<file path="config.mk">
export PLATFORM = sky130hd
export DESIGN_NAME = r30_sequencer
export DESIGN_NICKNAME = d
export VERILOG_FILES = /design/src/rtl/r30_sequencer.sv
export SDC_FILE = /design/constraint.sdc
export NUM_CORES = 1
export LEC_CHECK = 0
export CORE_AREA = 2 2 170 172
export CTS_CLUSTER_DIAMETER = 50
export DETAILED_ROUTE_END_ITERATION = 8
export DIE_AREA = 0 0 172 174
export PLACE_DENSITY = 0.82
export SLEW_MARGIN = 20
export SYNTH_ARGS = -nofsm -noshare
export SYNTH_HDL_FRONTEND = slang
export SYNTH_SLANG_ARGS = --single-unit
</file>
<file path="constraint.sdc">
create_clock -name clk -period 2.21 [get_ports clk]
set_input_delay 0.442 -clock clk [delete_from_list [all_inputs] [get_ports clk]]
set_output_delay 0.442 -clock clk [all_outputs]
set_load 0.02 [all_outputs]
</file>
<file path="src/rtl/r30_sequencer.sv">
// Rule 30 CA sequencer: owns the CA state register, steps an external combinational
// array once per clock and packs the tap-cell bitstream into W-bit output words.
module r30_sequencer #(
  parameter int unsigned N     = 128,
  parameter int unsigned W     = 32,
  parameter int unsigned CNT_W = 16,
  parameter int unsigned TAP   = N / 2
) (
  input  logic             clk,
  input  logic             rst_n,
  input  logic             seed_valid,
  output logic             seed_ready,
  input  logic [N-1:0]     seed_data,
  input  logic             start,
  input  logic [CNT_W-1:0] gen_count,
  input  logic             abort,
  output logic             busy,
  output logic             done,
  output logic             word_valid,
  input  logic             word_ready,
  output logic [W-1:0]     word_data,
  output logic [N-1:0]     arr_state_in,
  input  logic [N-1:0]     arr_state_out
);

  localparam int unsigned KW = (W > 1) ? $clog2(W) : 1;

  typedef enum logic [1:0] {
    IDLE,
    RUN,
    FLUSH,
    DRAIN
  } state_e;

  state_e           state_q, state_d;
  logic [N-1:0]     s_q, s_d;
  logic [CNT_W-1:0] count_q, count_d;
  logic [W-1:0]     acc_q, acc_d;
  logic [KW-1:0]    k_q, k_d;
  logic             word_valid_q, word_valid_d;
  logic [W-1:0]     word_data_q, word_data_d;
  logic             done_q, done_d;

  logic             tap_bit;
  logic             word_full;
  logic             stall;
  logic [W-1:0]     acc_with_bit;

  always_comb begin
    state_d      = state_q;
    s_d          = s_q;
    count_d      = count_q;
    acc_d        = acc_q;
    k_d          = k_q;
    word_valid_d = word_valid_q;
    word_data_d  = word_data_q;
    done_d       = 1'b0;

    tap_bit      = arr_state_out[TAP];
    word_full    = (k_q == KW'(W - 1));
    stall        = word_full && word_valid_q && !word_ready;
    // acc bits at and above k are always zero, so OR-ing the new bit in place
    // yields {b, acc[W-2:0]} when the word completes.
    acc_with_bit = acc_q | (W'(tap_bit) << k_q);

    if (word_valid_q && word_ready) begin
      word_valid_d = 1'b0;
    end

    unique case (state_q)
      IDLE: begin
        if (seed_valid) begin
          s_d = seed_data;
        end
        if (start) begin
          count_d = gen_count;
          if (gen_count == '0) begin
            done_d = 1'b1;
          end else begin
            state_d = RUN;
          end
        end
      end

      RUN: begin
        if (!stall) begin
          s_d     = arr_state_out;
          count_d = count_q - CNT_W'(1);
          if (word_full) begin
            word_data_d  = acc_with_bit;
            word_valid_d = 1'b1;
            acc_d        = '0;
            k_d          = '0;
          end else begin
            acc_d = acc_with_bit;
            k_d   = k_q + KW'(1);
          end
          if (count_q == CNT_W'(1)) begin
            state_d = word_full ? DRAIN : FLUSH;
          end
        end
      end

      FLUSH: begin
        if (!word_valid_q || word_ready) begin
          word_data_d  = acc_q;
          word_valid_d = 1'b1;
          acc_d        = '0;
          k_d          = '0;
          state_d      = DRAIN;
        end
      end

      DRAIN: begin
        if (!word_valid_q) begin
          state_d = IDLE;
          done_d  = 1'b1;
        end
      end

      default: state_d = IDLE;
    endcase

    // Abort overrides whatever the active state decided, including an advance.
    if (abort && state_q != IDLE) begin
      state_d      = IDLE;
      s_d          = s_q;
      count_d      = '0;
      acc_d        = '0;
      k_d          = '0;
      word_valid_d = 1'b0;
      word_data_d  = word_data_q;
      done_d       = 1'b0;
    end
  end

  always_ff @(posedge clk or negedge rst_n) begin
    if (!rst_n) begin
      state_q      <= IDLE;
      s_q          <= '0;
      count_q      <= '0;
      acc_q        <= '0;
      k_q          <= '0;
      word_valid_q <= 1'b0;
      word_data_q  <= '0;
      done_q       <= 1'b0;
    end else begin
      state_q      <= state_d;
      s_q          <= s_d;
      count_q      <= count_d;
      acc_q        <= acc_d;
      k_q          <= k_d;
      word_valid_q <= word_valid_d;
      word_data_q  <= word_data_d;
      done_q       <= done_d;
    end
  end

  assign seed_ready   = (state_q == IDLE);
  assign busy         = (state_q != IDLE);
  assign done         = done_q;
  assign word_valid   = word_valid_q;
  assign word_data    = word_data_q;
  assign arr_state_in = s_q;

endmodule
</file>
==> results.md <==
- The flow ran to the end, but the final reports show violations.
- The final reports fail on negative setup slack.
- The TritonCTS clock tree is done.
- Before CTS, the worst setup slack after placement is -0.230 ns.
- Across the run, the number of max-cap violations was 0.
- The top flip-flop cell by instance count after synthesis is dfrtp_1.
- Setup total negative slack on the finished layout was measured at -0.0646 ns.
- Setup violations remaining at the end of the flow were counted as 1.
- For this run, the top clock speed supported by timing is roughly 440 MHz.
- The number of placement rows is 62.
- For this configuration, the core starts out at a cell density of 0.362.
- The synthesis-to-layout area growth is 65.5%.
- The first global-routing pass estimated between 50 and 60 mm of wire.
- The transition time of the tightest slew-check pin is approximately 0.65 ns.
- In this run, CTS created clock tree buffers numbering 28.
- The floorplan step defined a die boundary enclosing 0.0299 mm².
- The critical path capture point type is a flip-flop.
- The maximum number of pins on one net before global-route repair is 90.
- For met2 alone, demand over resource in global routing was 0.383.
- The total vias in the final route is between 10000 and 15000.
- For this run the aggregate overflow at the end of global routing stands at 0.
- The share of the cycle needed by the critical path after routing is 1.03.
- The classification of the worst-slack hold path is in2async.
- In this run the vertical extent of the chip is around 170 µm.
- The number of antenna violations at the first check in global routing was 9.
- The synthesized cell area is between 0.01 and 0.015 mm².
- The detailed-route vias per instance is 5.17.
- The core region is 0.0282 mm².
- Of the synthesized area, sequential elements account for 0.531.
- The final number of max-transition violations is 0.
- The via count of the first global-routing pass is roughly 10000.
- Counting along the longest clock path gives a buffer depth of 3.
- The total DRC errors in the routed layout is 0.
- The worst path required time is roughly 2.7 ns.
- The maximum level of the CTS H-tree is 1.
- Across the VDD grid, the largest voltage drop is 953 µV.
- During synthesis, Yosys emitted a total of 0 warnings.
- In this run the power density over the cells is around 1400 mW/mm².
- At the end of the flow, the number of nets in the layout was about 1800.
- After global routing, the most crowded layer is met2.
- The average instance in the mapped netlist occupies slightly below 10 µm².
- For this run, global-route usage on met3 was measured as 0.0544.
- The count of nets left with antenna violations once routing finished came out at 0.
- Counting every sink on the clock net gives approximately 220.
- The width of the die is ~170 µm.
- Clock-pin slew was measured on the worst setup and hold paths at 0.06 ns.
- The worst path setup slack after routing is -0.0646 ns.
- Counting every net in the synthesized netlist gives between 1000 and 1500.
- The cell with the biggest individual delay on the critical path is or4b_1.
- The share of cells above drive strength 1 is 0.113.
- For this block, the initial DRC count from the detailed router was 827.
- The pre-antenna-repair detailed-routing pass consisted of 5 iterations.
- At the worst endpoint, the arrival time is 2.75 ns.
- The global-route track usage on met1 is 0.272.
- Power comes to around 0.024 W.
- Yosys mapped a number of flops with a built-in enable equal to 0.
- The number of primary I/O pins is between 400 and 500.
- The post-detailed-placement half-perimeter wirelength is roughly 27 mm.
- With fillers left out, the area of the finished cells amounts to 0.0169 mm².
- For this run, the slowest stage of the critical path takes between 0.5 and 0.6 ns.
- The critical path is of the reg2reg type.
- For this run, the total global-route usage over all layers was measured as 0.228.
- The worst-case clock skew is 0.0209 ns.
- The number of hold violations in the final report is 0.
- The nature of the critical path startpoint is a flip-flop.
- Traced cell by cell, the critical path runs through ha_2, and3_4, ha_4, buf_6, nand4b_1, buf_4, a21oi_2, a21o_1, or4b_1, nand3_1.
- The share of flip-flops with an asynchronous set or reset is 1.00.
- Buffers placed on the I/O ports in this run total roughly 440.
- The top fanout value on the critical path is 4.
- After detailed routing, the average wire length per cell comes to around 19 µm.
- The post-route minimum period is 2.27 ns.
- The root buffer selected by CTS is clkbuf_16.
- The total of flip-flops plus latches after synthesis is 217.
- The final hold slack is 0.451 ns.
- The final layout contains routed wiring with a total length of 37.0 mm.
- The synthesized netlist contains 50 unique library cells.
- The clock reaches the later pin of the worst-skew pair after 0.54 ns.
- The leakage power is between 7 and 8 nW.
- Routability-driven placement finished with a final weighted congestion of around 0.9.
- After detailed placement, the total cell area comes to 0.0155 mm².
- The headroom to the max-slew limit is 0.570.
- Setup repair after global routing could not meet its margin everywhere.
- The gate count after technology mapping is 1039.
report_power, final:
part           total [W]  switching, W  internal, W  leakage (nW)
logic             0.0128       0.00671      0.00605          4.06
registers        0.00629      0.000862      0.00543          2.63
clock network    0.00447       0.00185      0.00262         0.456
total             0.0235       0.00942       0.0141          7.14
per-stage QoR:
stage / cells / util
global placement: 1868 / 0.551
global route: 1955 / 0.599
detailed placement: 1868 / 0.551
floorplan: 1039 / -
CTS: 1925 / 0.586
finish: 1956 / 0.600
logic make-up after synthesis:
logic type	synth area share
xor gates and xnor gates	0.00685
and+or+nand+nor	0.126
adders and majority gates	0.0122
muxes	0.131
buffers and inverters	0.0388
DFF	0.531
AOI/OAI and AO/OA	0.154
cell usage in the layout, fill, tap and decap left out, types with 5 or more instances in the layout:
| cell type | synthesis | routed |
|---|---|---|
| clkdlybuf4s50_1 | 0 | 438 |
| dfrtp_1 | 217 | 217 |
| a21oi_1 | 204 | 201 |
| nor2_1 | 187 | 187 |
| mux2i_1 | 131 | 131 |
| buf_4 | 14 | 74 |
| nand2_1 | 56 | 56 |
| o21ai_0 | 44 | 42 |
| clkbuf_16 | 0 | 34 |
| buf_12 | 0 | 14 |
| nor3_1 | 13 | 12 |
| a22o_1 | 10 | 10 |
| diode_2 | 0 | 9 |
| inv_1 | 9 | 8 |
| nor4_1 | 8 | 8 |
| nand3_1 | 8 | 8 |
| xor2_1 | 8 | 8 |
| ha_1 | 10 | 6 |
| clkinv_2 | 0 | 6 |
| nor2b_1 | 6 | 5 |
| nand4_1 | 5 | 5 |
flip-flops by register name, summed over array words and instances, names as in the netlist:
| name | count |
|---|---|
| arr_state_in | 128 |
| acc_q | 32 |
| word_data | 32 |
| count_q | 16 |
| k_q | 5 |
| state_q | 2 |
| done | 1 |
| word_valid | 1 |
what timing repair did:
item	in CTS	in global routing
setup buffers	5	15
endpoints found under the hold margin	56	0
cloned	0	7
hold buffers	1	0
endpoints found under the setup margin	86	144
resized for setup	11	20
pin swaps	1	6
synthesized netlist by cell type, drive strengths merged, types with 2 or more instances:
library cell  count  share of area
dfrtp           217           0.53
a21oi           204           0.10
nor2            187          0.069
mux2i           131           0.13
nand2            56          0.021
buf              50          0.028
o21ai            45          0.022
clkbuf           21         0.0077
nor3             15         0.0083
a22o             10         0.0086
ha               10          0.012
inv               9         0.0033
nand3             8         0.0039
nor4              8         0.0049
xor2              8         0.0068
nor2b             6         0.0037
nand4             5         0.0031
a21o              4         0.0029
nand2b            4         0.0024
o21a              4         0.0029
a31oi             3         0.0018
mux2              3         0.0033
nor3b             3         0.0027
o211ai            3         0.0022
a21boi            2         0.0018
and3              2         0.0012
o211a             2         0.0020
o21bai            2         0.0015
o2bb2ai           2         0.0017
path summary, 6_finish.rpt:
path	startpoint	end	slack, ns	cells after the start
max	k_q[1]	count_q[2]	-0.06	10
min	rst_n	word_data[17]	0.45	2
max reg2reg	k_q[1]	count_q[2]	-0.06	10
min reg2reg	word_data[25]	word_data[25]	0.48	2
max in group asynchronous	rst_n	arr_state_in[124]	1.02	3
min in group clk	word_data[25]	word_data[25]	0.48	2
critical path, delay by kind of cell, from the launching register on:
| family | cells | cell delay [ns] |
|---|---|---|
| flip-flops | 1 | 0.38 |
| AO/OA/AOI/OAI | 2 | 0.27 |
| buffers and inverters | 2 | 0.27 |
| adder cells (fa/ha/maj) | 2 | 0.36 |
| AND/OR/NAND/NOR | 4 | 0.93 |
final cells by class:
cell class	instances	area [µm²]
Antenna cell	9	22.5
Clock buffer	32	716
Clock inverter	19	213
Fill cell	2293	11300
Inverter	9	33.8
Multi-Input combinational cell	742	4490
Sequential cell	217	5430
Tap cell	384	480
Timing Repair Buffer	544	5540
layer usage:
layer,share of wire,vias up
li1,-,4661
met5,0,-
met3,0.077,98
met1,0.38,4899
met4,0.049,0
met2,0.50,457
No activity file was read; power rests on OpenSTA's default activity.
